--- src/rtl/pgr_apb_master_arb_32bit.sv ---
// Two-requester round-robin APB master arbiter: one complete transfer per grant,
// with an optional per-transfer PREADY timeout that reports err and all-ones read data.
module pgr_apb_master_arb_32bit #(
    parameter int AW      = 16,
    parameter int DW      = 32,
    parameter int SW      = 4,
    parameter int TIMEOUT = 1023
) (
    input  logic          i_clk,
    input  logic          i_rst_n,
    input  logic          i_m0_req,
    input  logic          i_m0_we,
    input  logic [AW-1:0] i_m0_addr,
    input  logic [DW-1:0] i_m0_wdata,
    input  logic [SW-1:0] i_m0_strb,
    input  logic          i_m1_req,
    input  logic          i_m1_we,
    input  logic [AW-1:0] i_m1_addr,
    input  logic [DW-1:0] i_m1_wdata,
    input  logic [SW-1:0] i_m1_strb,
    output logic          o_m0_done,
    output logic          o_m0_err,
    output logic [DW-1:0] o_m0_rdata,
    output logic          o_m1_done,
    output logic          o_m1_err,
    output logic [DW-1:0] o_m1_rdata,
    output logic          o_p_sel,
    output logic          o_p_enable,
    output logic          o_p_we,
    output logic [AW-1:0] o_p_addr,
    output logic [DW-1:0] o_p_wdata,
    output logic [SW-1:0] o_p_strb,
    input  logic          i_p_ready,
    input  logic [DW-1:0] i_p_rdata,
    output logic [1:0]    o_grant,
    output logic          o_busy
);

    localparam int          CW       = (TIMEOUT > 2) ? $clog2(TIMEOUT) : 1;
    localparam int unsigned TO_LAST  = (TIMEOUT > 0) ? TIMEOUT - 1 : 0;
    localparam logic [CW-1:0] CNT_LAST = CW'(TO_LAST);

    typedef enum logic [1:0] {IDLE, SETUP, ACCESS, DONE} state_t;

    state_t        state;
    logic          last_grant;   // 1 = m1 owned the previous transfer
    logic [CW-1:0] cnt;
    logic          pick_m1;

    // m1 wins when alone, or on a tie when m0 had the previous grant.
    always_comb begin
        pick_m1 = i_m1_req && (!i_m0_req || !last_grant);
    end

    // NOTE: every register here, including the wide data registers, is cleared by the
    // async reset so no X can ever reach the APB bus or a requester after reset.
    // NOTE: non-blocking assignments only, so all branches see pre-edge values.
    always_ff @(posedge i_clk or negedge i_rst_n) begin
        if (!i_rst_n) begin
            state      <= IDLE;
            last_grant <= 1'b1;
            cnt        <= '0;
            o_m0_done  <= 1'b0;
            o_m0_err   <= 1'b0;
            o_m0_rdata <= '0;
            o_m1_done  <= 1'b0;
            o_m1_err   <= 1'b0;
            o_m1_rdata <= '0;
            o_p_sel    <= 1'b0;
            o_p_enable <= 1'b0;
            o_p_we     <= 1'b0;
            o_p_addr   <= '0;
            o_p_wdata  <= '0;
            o_p_strb   <= '0;
            o_grant    <= 2'b00;
            o_busy     <= 1'b0;
        end else begin
            case (state)
                IDLE: begin
                    if (i_m0_req || i_m1_req) begin
                        state      <= SETUP;
                        o_busy     <= 1'b1;
                        o_p_sel    <= 1'b1;
                        o_p_enable <= 1'b0;
                        last_grant <= pick_m1;
                        o_grant    <= pick_m1 ? 2'b10 : 2'b01;
                        o_p_we     <= pick_m1 ? i_m1_we    : i_m0_we;
                        o_p_addr   <= pick_m1 ? i_m1_addr  : i_m0_addr;
                        o_p_wdata  <= pick_m1 ? i_m1_wdata : i_m0_wdata;
                        o_p_strb   <= pick_m1 ? i_m1_strb  : i_m0_strb;
                    end
                end
                SETUP: begin
                    state      <= ACCESS;
                    o_p_enable <= 1'b1;
                    cnt        <= '0;
                end
                ACCESS: begin
                    if (i_p_ready) begin
                        state      <= DONE;
                        o_p_sel    <= 1'b0;
                        o_p_enable <= 1'b0;
                        if (o_grant[1]) begin
                            o_m1_done <= 1'b1;
                            if (!o_p_we) o_m1_rdata <= i_p_rdata;
                        end else begin
                            o_m0_done <= 1'b1;
                            if (!o_p_we) o_m0_rdata <= i_p_rdata;
                        end
                    end else if (TIMEOUT != 0 && cnt == CNT_LAST) begin
                        state      <= DONE;
                        o_p_sel    <= 1'b0;
                        o_p_enable <= 1'b0;
                        if (o_grant[1]) begin
                            o_m1_done  <= 1'b1;
                            o_m1_err   <= 1'b1;
                            o_m1_rdata <= '1;
                        end else begin
                            o_m0_done  <= 1'b1;
                            o_m0_err   <= 1'b1;
                            o_m0_rdata <= '1;
                        end
                    end else begin
                        cnt <= cnt + 1'b1;
                    end
                end
                DONE: begin
                    state     <= IDLE;
                    o_m0_done <= 1'b0;
                    o_m0_err  <= 1'b0;
                    o_m1_done <= 1'b0;
                    o_m1_err  <= 1'b0;
                    o_grant   <= 2'b00;
                    o_busy    <= 1'b0;
                end
                default: state <= IDLE;
            endcase
        end
    end

endmodule

--- config.mk ---
export PLATFORM = sky130hd
export DESIGN_NAME = pgr_apb_master_arb_32bit
export DESIGN_NICKNAME = d
export VERILOG_FILES = /design/src/rtl/pgr_apb_master_arb_32bit.sv
export SDC_FILE = /design/constraint.sdc
export NUM_CORES = 1
export LEC_CHECK = 0
export ABC_AREA = 1
export ABC_CLOCK_PERIOD_IN_PS = 2860
export CAP_MARGIN = 20
export CORE_MARGIN = 2
export CORE_UTILIZATION = 30
export CTS_BUF_LIST = sky130_fd_sc_hd__clkbuf_2
export DETAILED_ROUTE_END_ITERATION = 12
export PLACE_DENSITY = 0.68
export SLEW_MARGIN = 20
export SYNTH_ARGS = -nofsm -noshare
export SYNTH_HDL_FRONTEND = slang
export SYNTH_SLANG_ARGS = --single-unit
--- constraint.sdc ---
create_clock -name i_clk -period 2.86 [get_ports i_clk]
set_input_delay 0.572 -clock i_clk [delete_from_list [all_inputs] [get_ports i_clk]]
set_output_delay 0.572 -clock i_clk [all_outputs]
set_load 0.005 [all_outputs]
==> qor.csv, run 1 <==
stage;metric;value;unit
clock_network;cts_tree;yes;
synth;post-synth-top-count-cell;nand2_1;
placement;dpl.hpwl;14400;um
synth;synth_compound_area_share;9.69;%
routing;wl_per_cell;15.5;um
clock_network;cts_buffers;17;
worst_setup_path;crit_path_top_delay_cell;clkdlybuf4s50_1;
min_path;hp-class;in2async;
routing;routed_via_density;4.79;
synth;synth_top_family_by_area;simple AND/OR/NAND/NOR gates;
synth;netlist_area;6460;um2
clock_network;htreeDepth;4;
synth;ys.flop_type;dfrtp_1;
worst_setup_path;end_kind;primary output;
clock_network;cts_buffer_depth;2;
timing;relSlewSlack;56.4;%
run_status;status;complete, no violations;
power;pwr-share-seq;38.1;%
clock_network;post_cts_buffers;0;
routing;ant_nets;0;
worst_setup_path;cp_max_fo;6;
clock_network;clock-sinks;139;
synth;synth_edf_count;0;
worst_setup_path;cp_slowest_stage_delay;0.59;ns
timing;hold_viol_final;0;
timing;timing.final.crit_share;84.9;%
routing;first_iter_violations;257;
worst_setup_path;worstSetupPathType;reg2out;
power;clock_power_share;14.2;%
clock_network;cts_root_buf;clkbuf_2;
power;leakagePower;0.00435;uW
die;core;21100;um2
power;peakVddDrop;0.000586;V
timing;final.setup.worst_slack;0.432;ns
power;pwr-share-comb;47.7;%
grt;grt_pass1_vias;6167;
die;placement_rows;53;
synth;syn_area_per_cell;8.33;um2
power;p_sw_share;36.8;%
synth;yosys.area_share.adder;1.16;%
synth;muxShareOfSynthArea;0;%
grt;grt_pass1_wl;31600;um
grt;grt_use_met2;29.0;%
timing;holdWs;0.422;ns
final_layout;fin_nets;1177;
die;die_area;22700;um2
routing;wl;20400;um
timing;fin_skew;0.0482;ns
routing;firstDrtPassIters;5;
timing;fin_crit;2.43;ns
worst_setup_path;crit_chain;clkdlybuf4s50_1;
die;io_pins;269;
power;p_per_area;925;nW/um2
synth;synth.area.top_cells;dfrtp_1, nand2_1, nand4_1;
clock_network;clk_pin_slew_worst_paths;0.22;ns
grt;track_usage;17.8;%
synth;ys_seq_elements;139;
synth;netlist_top_cells_count;nand2_1, dfrtp_1, o21ai_0;
timing;slew_violations;0;
die;initial_core_util;30.6;%
grt;busiest_layer;met2;
clock_network;clk_latency;0.70;ns
synth;synthArstFlopShare;100;%
worst_setup_path;critPathBufInv;1;
worst_setup_path;crit_family;buffers and inverters;
routing;drc;0;
power;p_sw;3290;uW
synth;synth_nets;924;
placement;io_buffers;268;
synth;synthSimpleGateAreaFrac;29.5;%
synth;yosysSeqAreaShare;53.9;%
job;maxCapViolCount;0;
power;internal-power;5660;uW
placement;pre_cts_ws;0.517;ns
synth;yosys_warnings;0;
die;die_h;151;um
die;die_w;151;um
synth;synth_top_area_share;53.5;%
worst_setup_path;cp-start-kind;flip-flop;
final_layout;diodes;0;
timing;setup_viol;0;
grt;grtUsageMet3;7.36;%
synth;yosysTopAreaCell;dfrtp_1;
routing;vias;6303;
timing;grt_setup_unrepaired;no;
timing;worstMarginPinSlew;0.653;ns
final_layout;drive_gt1_share;8.93;%
final_layout;synthToLayoutAreaGrowth;49.7;%
synth;syn_inst;775;
grt;antenna_found_initial;0;
timing;fmax;0.412;GHz
grt;grtUsageMet1;22.0;%
grt;grt_max_degree;62;
synth;synth_xor_area_share;0.543;%
grt;grt_overflow_total;0;
synth;synth.distinct_cells;29;
placement;finalWeightedCongestion;0.780;
worst_setup_path;crit_arrival;1.86;ns
worst_setup_path;required;2.29;ns
timing;fin_setup_tns;0;ns
## path summary, 6_finish.rpt
kind | startpoint | endpoint | slack [ns] | cells after the start
max in group asynchronous | i_rst_n | o_m1_rdata[3]$_DFFE_PN0P_ | 1.64 | 3
worst max-delay path | o_grant[1]$_DFFE_PN0P_ | o_grant[1] | 0.43 | 1
worst min-delay path | i_rst_n | o_m0_rdata[22]$_DFFE_PN0P_ | 0.42 | 2
worst min register to register | last_grant$_DFFE_PN1P_ | last_grant$_DFFE_PN1P_ | 0.49 | 2
worst max register to register | state[0]$_DFFE_PN0P_ | cnt[7]$_DFFE_PN0P_ | 0.74 | 8
min in group i_clk | i_m1_wdata[7] | o_p_wdata[7]$_DFFE_PN0P_ | 0.44 | 3
## flip-flops by register name, indices dropped and copies added (netlist names), 2 cells and up
name	count
o_p_addr	16
o_p_wdata	32
o_p_strb	4
cnt	10
o_grant	2
state	2
o_m0_rdata	32
o_m1_rdata	32
## through the flow
stage	std cells	utilization [%]	cell area (um2)	total power, uW
3_5_place_dp	1283	44.6	9400	7780
6_report	1316	45.8	9670	8940
5_1_grt	1316	45.8	9670	9680
4_1_cts	1316	45.8	9670	9080
2_1_floorplan	775	-	6460	5150
3_3_place_gp	1283	44.6	9400	7710
## cells by family after synthesis
logic type,count (synthesis)
DFF,139
adders and majority gates,6
buffers and inverters,75
and+or+nand+nor,427
xor gates and xnor gates,4
AOI/OAI and AO/OA,124
## placed cells by master (no fill, tap or decap)
master / n
inv_1: 20
nor3b_1: 1
nor3_1: 1
nand3b_1: 1
o21ai_0: 79
buf_4: 15
or2_2: 32
clkinv_2: 3
clkinvlp_4: 2
o22ai_1: 2
nand2_2: 5
a21oi_1: 2
bufinv_16: 3
xnor2_1: 3
nand2_1: 237
clkinv_4: 2
o21bai_1: 1
clkinv_1: 3
nor2_2: 2
dfstp_2: 1
dlygate4sd3_1: 1
xor2_1: 1
buf_6: 1
inv_6: 3
nor2_1: 63
buf_12: 2
dfrtp_1: 138
nand4_1: 65
inv_2: 2
o21ai_1: 39
ha_1: 6
o21ai_4: 1
clkdlybuf4s50_1: 267
nand3_1: 18
clkbuf_2: 17
nand3_2: 2
## power by group through the flow
stage,Clock [uW],Sequential (uW),Combinational (uW)
after floorplan,0,3460,1690
after global placement,0,3440,4270
after detailed placement,0,3460,4320
after CTS,1330,3420,4330
after global routing,1400,3530,4750
final,1270,3410,4270
## metal layers
layer | wire length [um] | share of wire, %
met1 | 8550 | 42
met2 | 9480 | 46
met3 | 2200 | 11
met4 | 162 | 0.79
met5 | 0 | 0
## area by class of cell
type / count / area (um2)
clock buffer: 17 / 85.1
multi-input combinational: 561 / 2650
timing repair buffer: 286 / 2850
inverter: 23 / 86.3
tap: 275 / 344
sequential: 139 / 3480
fill: 2095 / 11400
clock inverter: 15 / 171
## timing repair
action	CTS	global route
hold buffers	1	0
endpoints found under the hold margin	58	0
resized for setup	0	0
(Power assumes the default switching activity.)
==> run 2, diff against run 1 <==
ABC_CLOCK_PERIOD_IN_PS = 2050   (was 2860)
PLACE_DENSITY = 0.7   (was 0.68)
clock period = 2.05 ns   (was 2.86 ns; I/O delays follow)
==> run 2 against run 1 <==
  * Wire length grew 2.0%
  * Count of clock-buffer cells in the layout grew 1
  * Non-clock buffer count grew 54
  * Final area grew 2.9%
  * Critical path depth is the same
  * Clock skew shrank 0.014 ns
  * Largest power group unchanged
  * Power grew 37%
  * Sequential power grew 38%
  * Core utilization grew 1.3 points
  * Highest routed layer unchanged
  * Clock power grew 31%
==> qor.csv, run 2 (same netlist as run 1, synthesis figures left out) <==
stage;metric;value;unit;change
placement;finalWeightedCongestion;0.815;;was 0.780
placement;io_buffers;268;;unchanged
routing;vias;6417;;was 6303
timing;timing.final.crit_share;92.0;%;
timing;grt_setup_unrepaired;no;;unchanged
die;initial_core_util;30.6;%;unchanged
die;core;21100;um2;unchanged
power;leakagePower;0.00492;uW;was 0.00435 uW
worst_setup_path;cp_slowest_stage_delay;0.49;ns;was 0.59 ns
final_layout;synthToLayoutAreaGrowth;54.0;%;was 49.7%
routing;top_layer;met4;;unchanged
timing;relSlewSlack;66.7;%;was 56.4%
final_layout;utilization;47.2;%;was 45.8%
grt;antenna_found_initial;1;;was 0
die;io_pins;269;;unchanged
worst_setup_path;cp_max_fo;2;;was 6
timing;fin_skew;0.0344;ns;was 0.0482 ns
final_layout;fin_nets;1231;;was 1177
power;peakVddDrop;0.000812;V;was 0.000586 V
timing;slew_violations;0;;unchanged
timing;hold_viol_final;0;;unchanged
job;maxCapViolCount;0;;unchanged
worst_setup_path;critPathBufInv;1;;unchanged
worst_setup_path;required;1.64;ns;was 2.29 ns
grt;grt_pass1_wl;32300;um;was 31600 um
timing;fmax;0.530;GHz;
routing;routed_via_density;4.68;;was 4.79
final_layout;layout_commonest_cell;nand2_1;;was clkdlybuf4s50_1
routing;wl_met3;1910;um;was 2200 um
die;die_w;151;um;unchanged
routing;first_iter_violations;208;;was 257
timing;setup_viol;0;;unchanged
placement;dpl.hpwl;15300;um;was 14400 um
routing;wl_per_cell;15.2;um;was 15.5 um
worst_setup_path;path_depth;1;;unchanged
final_layout;final_cell_mix;nand2_1, clkdlybuf4s50_1, dfrtp_1;;was clkdlybuf4s50_1, nand2_1, dfrtp_1
final_layout;instances_no_fill;1370;;was 1316
die;placement_rows;53;;unchanged
clock_network;cts_buffer_depth;2;;unchanged
die;die_h;151;um;unchanged
power;p_per_area;1230;nW/um2;was 925 nW/um2
clock_network;clk_pin_slew_worst_paths;0.25;ns;was 0.22 ns
clock_network;cts_buffers;17;;unchanged
timing;worstMarginPinSlew;0.495;ns;was 0.653 ns
routing;drc;0;;unchanged
timing;fin_setup_tns;0;ns;unchanged
routing;wl;20800;um;was 20400 um
worst_setup_path;crit_arrival;1.48;ns;was 1.86 ns
worst_setup_path;crit_family;flip-flops;;was buffers and inverters
worst_setup_path;end_kind;primary output;;unchanged
routing;ant_nets;0;;unchanged
die;die_area;22700;um2;unchanged
worst_setup_path;crit_chain;dlygate4sd2_1;;was clkdlybuf4s50_1
placement;dp_cells;1297;;was 1283
final_layout;reg_top3;o_m0_rdata: 32 flops, o_m1_rdata: 32 flops, o_p_wdata: 32 flops;;unchanged
clock_network;clock-sinks;139;;unchanged
final_layout;nFillCells;2123;;was 2095
grt;grt_max_degree;56;;was 62
clock_network;htreeDepth;4;;unchanged
routing;met1Wirelength;8810;um;was 8550 um
routing;wl_met2;9650;um;was 9480 um
grt;grt_overflow_total;0;;unchanged
clock_network;clk_latency;0.69;ns;was 0.70 ns
final_layout;drive_gt1_share;13.5;%;was 8.93%
clock_network;cts_tree;yes;;unchanged
clock_network;cts_root_buf;clkbuf_2;;unchanged
worst_setup_path;cp-start-kind;flip-flop;;unchanged
timing;fin_crit;1.89;ns;
routing;firstDrtPassIters;5;;unchanged
worst_setup_path;rr_worst_depth;9;;was 8
run_status;status;complete, no violations;;unchanged
grt;grt_pass1_vias;6376;;was 6167
worst_setup_path;crit_path_top_delay_cell;dfrtp_1;;was clkdlybuf4s50_1
min_path;hp-class;in2async;;unchanged
worst_setup_path;worstSetupPathType;reg2out;;unchanged
grt;track_usage;18.2;%;was 17.8%
==> run 2: metrics by stage <==
| stage | area [um2] | setup slack (ns) | hold WS (ns) | total power [uW] |
|---|---|---|---|---|
| detailed placement | 9540 | 0.134 | 0.375 | 11000 |
| finish | 9940 | 0.164 | 0.188 | 12200 |
| CTS | 9930 | 0.000108 | 0.108 | 12400 |
| global route | 9940 | 0.00871 | 0.121 | 13300 |
| global placement | 9540 | 0.174 | 0.367 | 10900 |
| floorplan | 6460 | 0.515 | 0.114 | 7190 |
==> run 2: timing repair <==
| item | CTS | global route |
|---|---|---|
| setup endpoints to repair | 124 | 3 |
| endpoints found under the hold margin | 136 | 0 |
| buffers inserted | 39 | 1 |
| hold buffers | 1 | 0 |
| gates resized for setup | 124 | 3 |
==> run 2: power breakdown <==
group,leakage [uW],internal (uW),switching (uW)
logic,0.00307,2930,2920
clock network,0.000131,566,1100
registers,0.00172,4000,697
total,0.00492,7500,4720
==> run 2: layer usage <==
layer / vias up / global-route usage, %
li1: 3176 / -
met1: 2973 / 22.3
met2: 248 / 30.2
met3: 20 / 6.00
met4: 0 / 6.26
met5: - / 0
==> run 2: area by class of cell <==
| type | count | area, um2 | area share (%) |
|---|---|---|---|
| antenna | 1 | 2.50 | 0.0252 |
| clock buffer | 18 | 90.1 | 0.906 |
| clock inverter | 13 | 143 | 1.43 |
| inverter | 23 | 86.3 | 0.868 |
| multi-input combinational | 561 | 2650 | 26.7 |
| sequential | 139 | 3480 | 35.0 |
| tap | 275 | 344 | 3.46 |
| timing repair buffer | 340 | 3140 | 31.6 |
==> run 2: worst paths after layout <==
kind / slack (ns) / startpoint / endpoint
max in group asynchronous: 1.23 / i_rst_n / o_m0_rdata[25]$_DFFE_PN0P_
worst min-delay path: 0.19 / i_rst_n / o_p_addr[7]$_DFFE_PN0P_
worst min register to register: 0.49 / o_m1_rdata[25]$_DFFE_PN0P_ / o_m1_rdata[25]$_DFFE_PN0P_
worst max-delay path: 0.16 / o_p_addr[14]$_DFFE_PN0P_ / o_p_addr[14]
worst max register to register: 0.24 / state[0]$_DFFE_PN0P_ / cnt[3]$_DFFE_PN0P_
min in group i_clk: 0.27 / i_m1_wdata[20] / o_p_wdata[20]$_DFFE_PN0P_
==> run 3, diff against run 2 <==
CAP_MARGIN = default   (was 20)
==> results of run 3 <==
The final DEF is identical to that of run 2; final timing and power are the same.
